<file path="config.mk">
export PLATFORM = sky130hd
export DESIGN_NAME = oam_dma_flat
export DESIGN_NICKNAME = d
export VERILOG_FILES = /design/src/rtl/oam_dma_if.sv /design/src/rtl/oam_dma.sv /design/src/flat_wrapper.sv
export SDC_FILE = /design/constraint.sdc
export NUM_CORES = 1
export LEC_CHECK = 0
export CAP_MARGIN = 30
export CORE_MARGIN = 3
export CORE_UTILIZATION = 46
export DETAILED_ROUTE_END_ITERATION = 10
export MAX_ROUTING_LAYER = met4
export PLACE_DENSITY_LB_ADDON = 0.12
export SLEW_MARGIN = 40
export SYNTH_ARGS = -nofsm -noshare
export SYNTH_HDL_FRONTEND = slang
export SYNTH_SLANG_ARGS = --single-unit
</file>
<file path="constraint.sdc">
create_clock -name clockgb -period 3.55 [get_ports clockgb]
set_input_delay 0.355 -clock clockgb [delete_from_list [all_inputs] [get_ports clockgb]]
set_output_delay 0.355 -clock clockgb [all_outputs]
set_load 0.03 [all_outputs]
</file>
<file path="src/rtl/oam_dma_if.sv">
// Bus bundle for the OAM DMA engine: CPU responder side plus the initiator side it drives.
// The slave modport is the DMA block's view; master is the surrounding system's view.
interface oam_dma_if;
  logic [15:0] address;
  logic [7:0]  outdata;
  logic [7:0]  data;
  logic        load;
  logic        store;
  logic [15:0] dma_address;
  logic [7:0]  dma_outdata;
  logic [7:0]  dma_indata;
  logic        dma_load;
  logic        dma_store;
  logic        busy;

  modport slave (
    input  address, outdata, load, store, dma_indata,
    output data, dma_address, dma_outdata, dma_load, dma_store, busy
  );

  modport master (
    output address, outdata, load, store, dma_indata,
    input  data, dma_address, dma_outdata, dma_load, dma_store, busy
  );
endinterface

</file>
<file path="src/rtl/oam_dma.sv">
// OAM DMA engine: a write to REG_ADDR copies LENGTH bytes from {src,8'h00} into OAM_BASE.
// Define OAM_DMA_RESTART_EN to let a register write during a transfer restart it.
module oam_dma #(
  parameter logic [15:0] REG_ADDR = 16'hff46,
  parameter logic [15:0] OAM_BASE = 16'hfe00,
  parameter int          LENGTH   = 160
) (
  input logic       clockgb,
  input logic       resetn,
  oam_dma_if.slave  bus
);

  typedef enum logic [1:0] {
    IDLE  = 2'b00,
    READ  = 2'b01,
    WRITE = 2'b10
  } state_t;

  localparam logic [7:0] LAST_IDX = 8'(LENGTH - 1);

`ifdef OAM_DMA_RESTART_EN
  localparam logic RESTART = 1'b1;
`else
  localparam logic RESTART = 1'b0;
`endif

  // Sources E0-FF mirror onto C0-DF (echo RAM).
  function automatic logic [7:0] echo_high(input logic [7:0] hi);
    logic [7:0] res;
    if (hi >= 8'he0) begin
      res = hi - 8'h20;
    end else begin
      res = hi;
    end
    return res;
  endfunction

  state_t      state_r, state_s;
  logic [7:0]  i_r, i_s;
  logic [7:0]  src_hi_r, src_hi_s;
  logic [7:0]  src_act_r, src_act_s;
  logic [15:0] dma_address_r, dma_address_s;
  logic [7:0]  dma_outdata_r, dma_outdata_s;
  logic        dma_load_r, dma_load_s;
  logic        dma_store_r, dma_store_s;
  logic        busy_r, busy_s;
  logic        reg_wr_s;
  logic        start_s;
  logic [7:0]  data_s;

  assign reg_wr_s = bus.store && (bus.address == REG_ADDR);
  assign start_s  = reg_wr_s && ((state_r == IDLE) || RESTART);

  // Next-state logic; src_act keeps the source of the running transfer, src_hi is readback only.
  always_comb begin
    state_s   = state_r;
    i_s       = i_r;
    src_act_s = src_act_r;
    src_hi_s  = reg_wr_s ? bus.outdata : src_hi_r;
    if (start_s) begin
      state_s   = READ;
      i_s       = 8'h00;
      src_act_s = bus.outdata;
    end else begin
      case (state_r)
        IDLE: begin
          state_s = IDLE;
        end
        READ: begin
          state_s = WRITE;
        end
        WRITE: begin
          i_s = i_r + 8'h01;
          if (i_r == LAST_IDX) begin
            state_s = IDLE;
          end else begin
            state_s = READ;
          end
        end
        default: begin
          state_s = IDLE;
          i_s     = 8'h00;
        end
      endcase
    end
  end

  // Next-cycle bus outputs, decoded from the next state so they can be registered.
  always_comb begin
    dma_address_s = 16'h0000;
    dma_outdata_s = 8'h00;
    dma_load_s    = 1'b0;
    dma_store_s   = 1'b0;
    busy_s        = 1'b0;
    case (state_s)
      READ: begin
        dma_address_s = {echo_high(src_act_s), 8'h00} + {8'h00, i_s};
        dma_load_s    = 1'b1;
        busy_s        = 1'b1;
      end
      WRITE: begin
        // Only reached from READ, so this is the byte returned by the read just finishing.
        dma_address_s = OAM_BASE + {8'h00, i_s};
        dma_outdata_s = bus.dma_indata;
        dma_store_s   = 1'b1;
        busy_s        = 1'b1;
      end
      default: begin
        busy_s = 1'b0;
      end
    endcase
  end

  // State and output registers.
  always_ff @(posedge clockgb) begin
    if (!resetn) begin
      state_r       <= IDLE;
      i_r           <= 8'h00;
      src_hi_r      <= 8'h00;
      src_act_r     <= 8'h00;
      dma_address_r <= 16'h0000;
      dma_outdata_r <= 8'h00;
      dma_load_r    <= 1'b0;
      dma_store_r   <= 1'b0;
      busy_r        <= 1'b0;
    end else begin
      state_r       <= state_s;
      i_r           <= i_s;
      src_hi_r      <= src_hi_s;
      src_act_r     <= src_act_s;
      dma_address_r <= dma_address_s;
      dma_outdata_r <= dma_outdata_s;
      dma_load_r    <= dma_load_s;
      dma_store_r   <= dma_store_s;
      busy_r        <= busy_s;
    end
  end

  // Register readback onto the wired-OR CPU bus.
  always_comb begin
    if (bus.load && (bus.address == REG_ADDR)) begin
      data_s = src_hi_r;
    end else begin
      data_s = 8'h00;
    end
  end

  assign bus.data        = data_s;
  assign bus.dma_address = dma_address_r;
  assign bus.dma_outdata = dma_outdata_r;
  assign bus.dma_load    = dma_load_r;
  assign bus.dma_store   = dma_store_r;
  assign bus.busy        = busy_r;

endmodule

</file>
<file path="src/flat_wrapper.sv">
// flat-port wrapper written by rule: the top's interface ports become plain ports
module oam_dma_flat 
#(
  parameter logic [15:0] REG_ADDR = 16'hff46,
  parameter logic [15:0] OAM_BASE = 16'hfe00,
  parameter int          LENGTH   = 160
)
  (clockgb, resetn, bus_address, bus_outdata, bus_load, bus_store, bus_dma_indata, bus_data, bus_dma_address, bus_dma_outdata, bus_dma_load, bus_dma_store, bus_busy);
  oam_dma_if bus_i ();
  input logic clockgb;
  input logic resetn;
  input wire logic [$bits(bus_i.address)-1:0] bus_address;
  input wire logic [$bits(bus_i.outdata)-1:0] bus_outdata;
  input wire logic [$bits(bus_i.load)-1:0] bus_load;
  input wire logic [$bits(bus_i.store)-1:0] bus_store;
  input wire logic [$bits(bus_i.dma_indata)-1:0] bus_dma_indata;
  output wire logic [$bits(bus_i.data)-1:0] bus_data;
  output wire logic [$bits(bus_i.dma_address)-1:0] bus_dma_address;
  output wire logic [$bits(bus_i.dma_outdata)-1:0] bus_dma_outdata;
  output wire logic [$bits(bus_i.dma_load)-1:0] bus_dma_load;
  output wire logic [$bits(bus_i.dma_store)-1:0] bus_dma_store;
  output wire logic [$bits(bus_i.busy)-1:0] bus_busy;
  assign bus_i.address = bus_address;
  assign bus_i.outdata = bus_outdata;
  assign bus_i.load = bus_load;
  assign bus_i.store = bus_store;
  assign bus_i.dma_indata = bus_dma_indata;
  assign bus_data = bus_i.data;
  assign bus_dma_address = bus_i.dma_address;
  assign bus_dma_outdata = bus_i.dma_outdata;
  assign bus_dma_load = bus_i.dma_load;
  assign bus_dma_store = bus_i.dma_store;
  assign bus_busy = bus_i.busy;
  oam_dma #(.REG_ADDR(REG_ADDR), .OAM_BASE(OAM_BASE), .LENGTH(LENGTH)) u_core (.clockgb(clockgb), .resetn(resetn), .bus(bus_i));
endmodule
</file>
==> impl_metrics.ini <==
[floorplanning]
die_width_um = 75.2
fp-row-count = 24
floorplan.die_area_mm2 = 0.00565
start_util = 0.492
core_area_mm2 = 0.00447
fp.dieH_um = 75.2
num_io_pins = 71

[clock_tree]
clk_path_buf_depth = 2
clk_pin_slew_ns = 0.09
cts_sinks = 52
hold_buffers = 0
root_buffer = clkbuf_8
cts_resized = 0
htreeDepth = 2
post_cts_buffers = 0
cts_tree = done
clkLatencyLatePin_ns = 0.31
cts_buffers = 5

[global_route]
antenna_found_initial = 0
track_usage = 0.198
grt_pass1_wl_um = 8360
grt_pass1_vias = 1752
grt_start_max_net_pins = 27
overflow = 0

[worst_setup_path]
path_class = in2reg
reg2reg_from = u_core.state_r[1]
crit_fanout = 3
crit_required_ns = 3.79
cp-endpoint = u_core.bus.dma_address[14]
crit_path_end_kind = register
cp-startpoint = bus_address[0]
reg2reg_to = u_core.bus.dma_address[14]
r2r_cells = 9
cp.arrival_ns = 2.97
r2r_slack_ns = 1.29
start_kind = input port

[final_layout]
fin_area_mm2 = 0.00302
areaGrowthSynthToFinish_pct = 37.4
final_common_cell = clkdlybuf4s50_1
drive_gt1_frac = 0.106
nNetsFinal = 353
final_cell_mix = clkdlybuf4s50_1 (62), dfxtp_1 (52), a21oi_1 (25)
fill_cells = 403
diodes = 0

[power]
finalPower_mw = 1.06
power_density_mw_per_mm2 = 351
p_leak_nw = 1.12
vdd_drop_max_mv = 0.284

[logic_synthesis]
synthCells = 243
ys_ff_latch = 52
ys_types = 41
ys_warn_count = 0
ys_seq_area_frac = 0.473
synth_top_area_cell = dfxtp_1
syn_nets = 286
yosysTopAreaCellShare = 0.473
synth.cell_area_mm2 = 0.00220
synthTopCellsByArea = dfxtp_1 (47%), a21oi_1 (5.7%), nand3_1 (4.8%)
avgSynthCellArea_um2 = 9.05

[timing]
fmax_mhz = 366
rsz0062_at_grt = false
fin_crit_ns = 2.73
hold_violations = 0
setup_viol = 0
drv_slew = 0
setup_tns_ns = 0
finalCritPeriodShare = 0.769
worstMarginPinSlew_ns = 0.409
clock_skew_ns = 0.00984
relSlewSlack = 0.727
holdWs_ns = 0.485

[placement]
placed_area_mm2 = 0.00291
dp_hpwl_um = 3700
place.gp.congestion = 0.799
port_buffers = 70

[hold_path]
hold_class = reg2reg

[run_status]
status = finished clean

[detailed_routing]
drtIter0Drc = 105
via_count = 2019
drc = 0
drtAntennaViolNets = 0
vias_per_cell = 5.56
first_pass_iters = 5
wl_per_cell_um = 14.4
wl_um = 5220

[job]
cap_violations = 0
-- cell type report --
type / count / area, µm² / area share
clock buffers: 5 / 68.8 / 0.0228
clock inverters: 3 / 47.5 / 0.0157
inverters: 8 / 30.0 / 0.00993
multi-input cells: 167 / 1040 / 0.346
flip-flops and latches: 52 / 1040 / 0.344
well taps: 52 / 65.1 / 0.0215
repair buffers: 76 / 726 / 0.240
-- layer usage --
metal  GRT usage  part of all wire  wire length (µm)
met2       0.278              0.42              2170
met3      0.0467             0.083               431
met4      0.0602             0.024               127
met5           -                 0                 0
met1       0.281              0.48              2480
-- state kept, by name (all words and copies together), names as in the netlist --
| register | cells |
|---|---|
| u_core.bus.busy | 1 |
| u_core.bus.dma_address | 16 |
| u_core.src_hi_r | 8 |
| u_core.bus.dma_load | 1 |
| u_core.state_r | 2 |
| u_core.src_act_r | 8 |
| u_core.i_r | 8 |
| u_core.bus.dma_outdata | 8 |
-- cell families (layout without fill, tap and decap cells) --
family | Yosys count | in the layout | share of synthesized area
and+or+nand+nor | 84 | 84 | 0.212
AOI/OAI and AO/OA | 74 | 74 | 0.216
DFF | 52 | 52 | 0.473
buffers and inverters | 24 | 92 | 0.0518
adders and majority gates | 7 | 7 | 0.0398
xor gates and xnor gates | 2 | 2 | 0.00797
-- synth_stat cells --
library cell and instances:
o21a_1 1, a22oi_1 2, o211ai_2 3, buf_2 1, nand3_1 21, a21oi_1 25, and4_1 1, xnor2_1 2
nor4_4 1, inv_1 7, dfxtp_1 52, nand2b_1 2, clkbuf_1 12, nand4_1 4, buf_6 3, o21ai_0 11
o221ai_2 1, nor2_1 20, nor4_1 1, nand4b_1 1, a21boi_0 1, or2_2 1, ha_1 7, a211oi_1 1
o211ai_1 5, clkinv_1 1, o21ai_1 8, or4_4 1, nand4bb_1 1, and2_1 3, or4b_4 1, nand2_1 9
a22o_1 1, o31a_1 1, and3_1 16, o311a_1 1, o21ai_2 1, a31oi_1 10, o2111ai_2 1, o22ai_2 1
or4_1 1
-- worst min-delay path by stage --
stage | from | to | slack (ns) | cells past startpoint
floorplan | u_core.src_hi_r[1] | u_core.src_hi_r[1] | 0.44 | 2
global placement | u_core.src_act_r[2] | u_core.src_act_r[2] | 0.46 | 2
detailed placement | u_core.src_hi_r[5] | u_core.src_hi_r[5] | 0.47 | 2
CTS | u_core.src_hi_r[5] | u_core.src_hi_r[5] | 0.49 | 2
global route | u_core.src_hi_r[7] | u_core.src_hi_r[7] | 0.50 | 2
finish | u_core.src_hi_r[2] | u_core.src_hi_r[2] | 0.49 | 2
-- through the flow --
stage / setup slack (ns) / utilization / std cells
floorplan: 0.920 / - / 243
finish: 0.819 / 0.676 / 363
detailed placement: 0.489 / 0.650 / 355
global placement: 0.588 / 0.650 / 355
global route: 0.615 / 0.676 / 363
CTS: 0.811 / 0.676 / 363
-- power by group --
| group | total (mW) | switching (mW) | leakage, nW | internal, mW |
|---|---|---|---|---|
| combinational | 0.0663 | 0.0277 | 0.646 | 0.0385 |
| sequential | 0.583 | 0.00000138 | 0.419 | 0.583 |
| clock | 0.412 | 0.199 | 0.0583 | 0.212 |
| total | 1.06 | 0.227 | 1.12 | 0.834 |
-- worst max-delay path: stages --
cell	delay, ns
clkdlybuf4s50_1	0.40
or4b_4	0.56
or4_4	0.56
o21ai_0	0.21
and2_1	0.17
ha_1	0.24
a31oi_1	0.21
o211ai_2	0.10
a31oi_1	0.15
(Power assumes the default switching activity.)
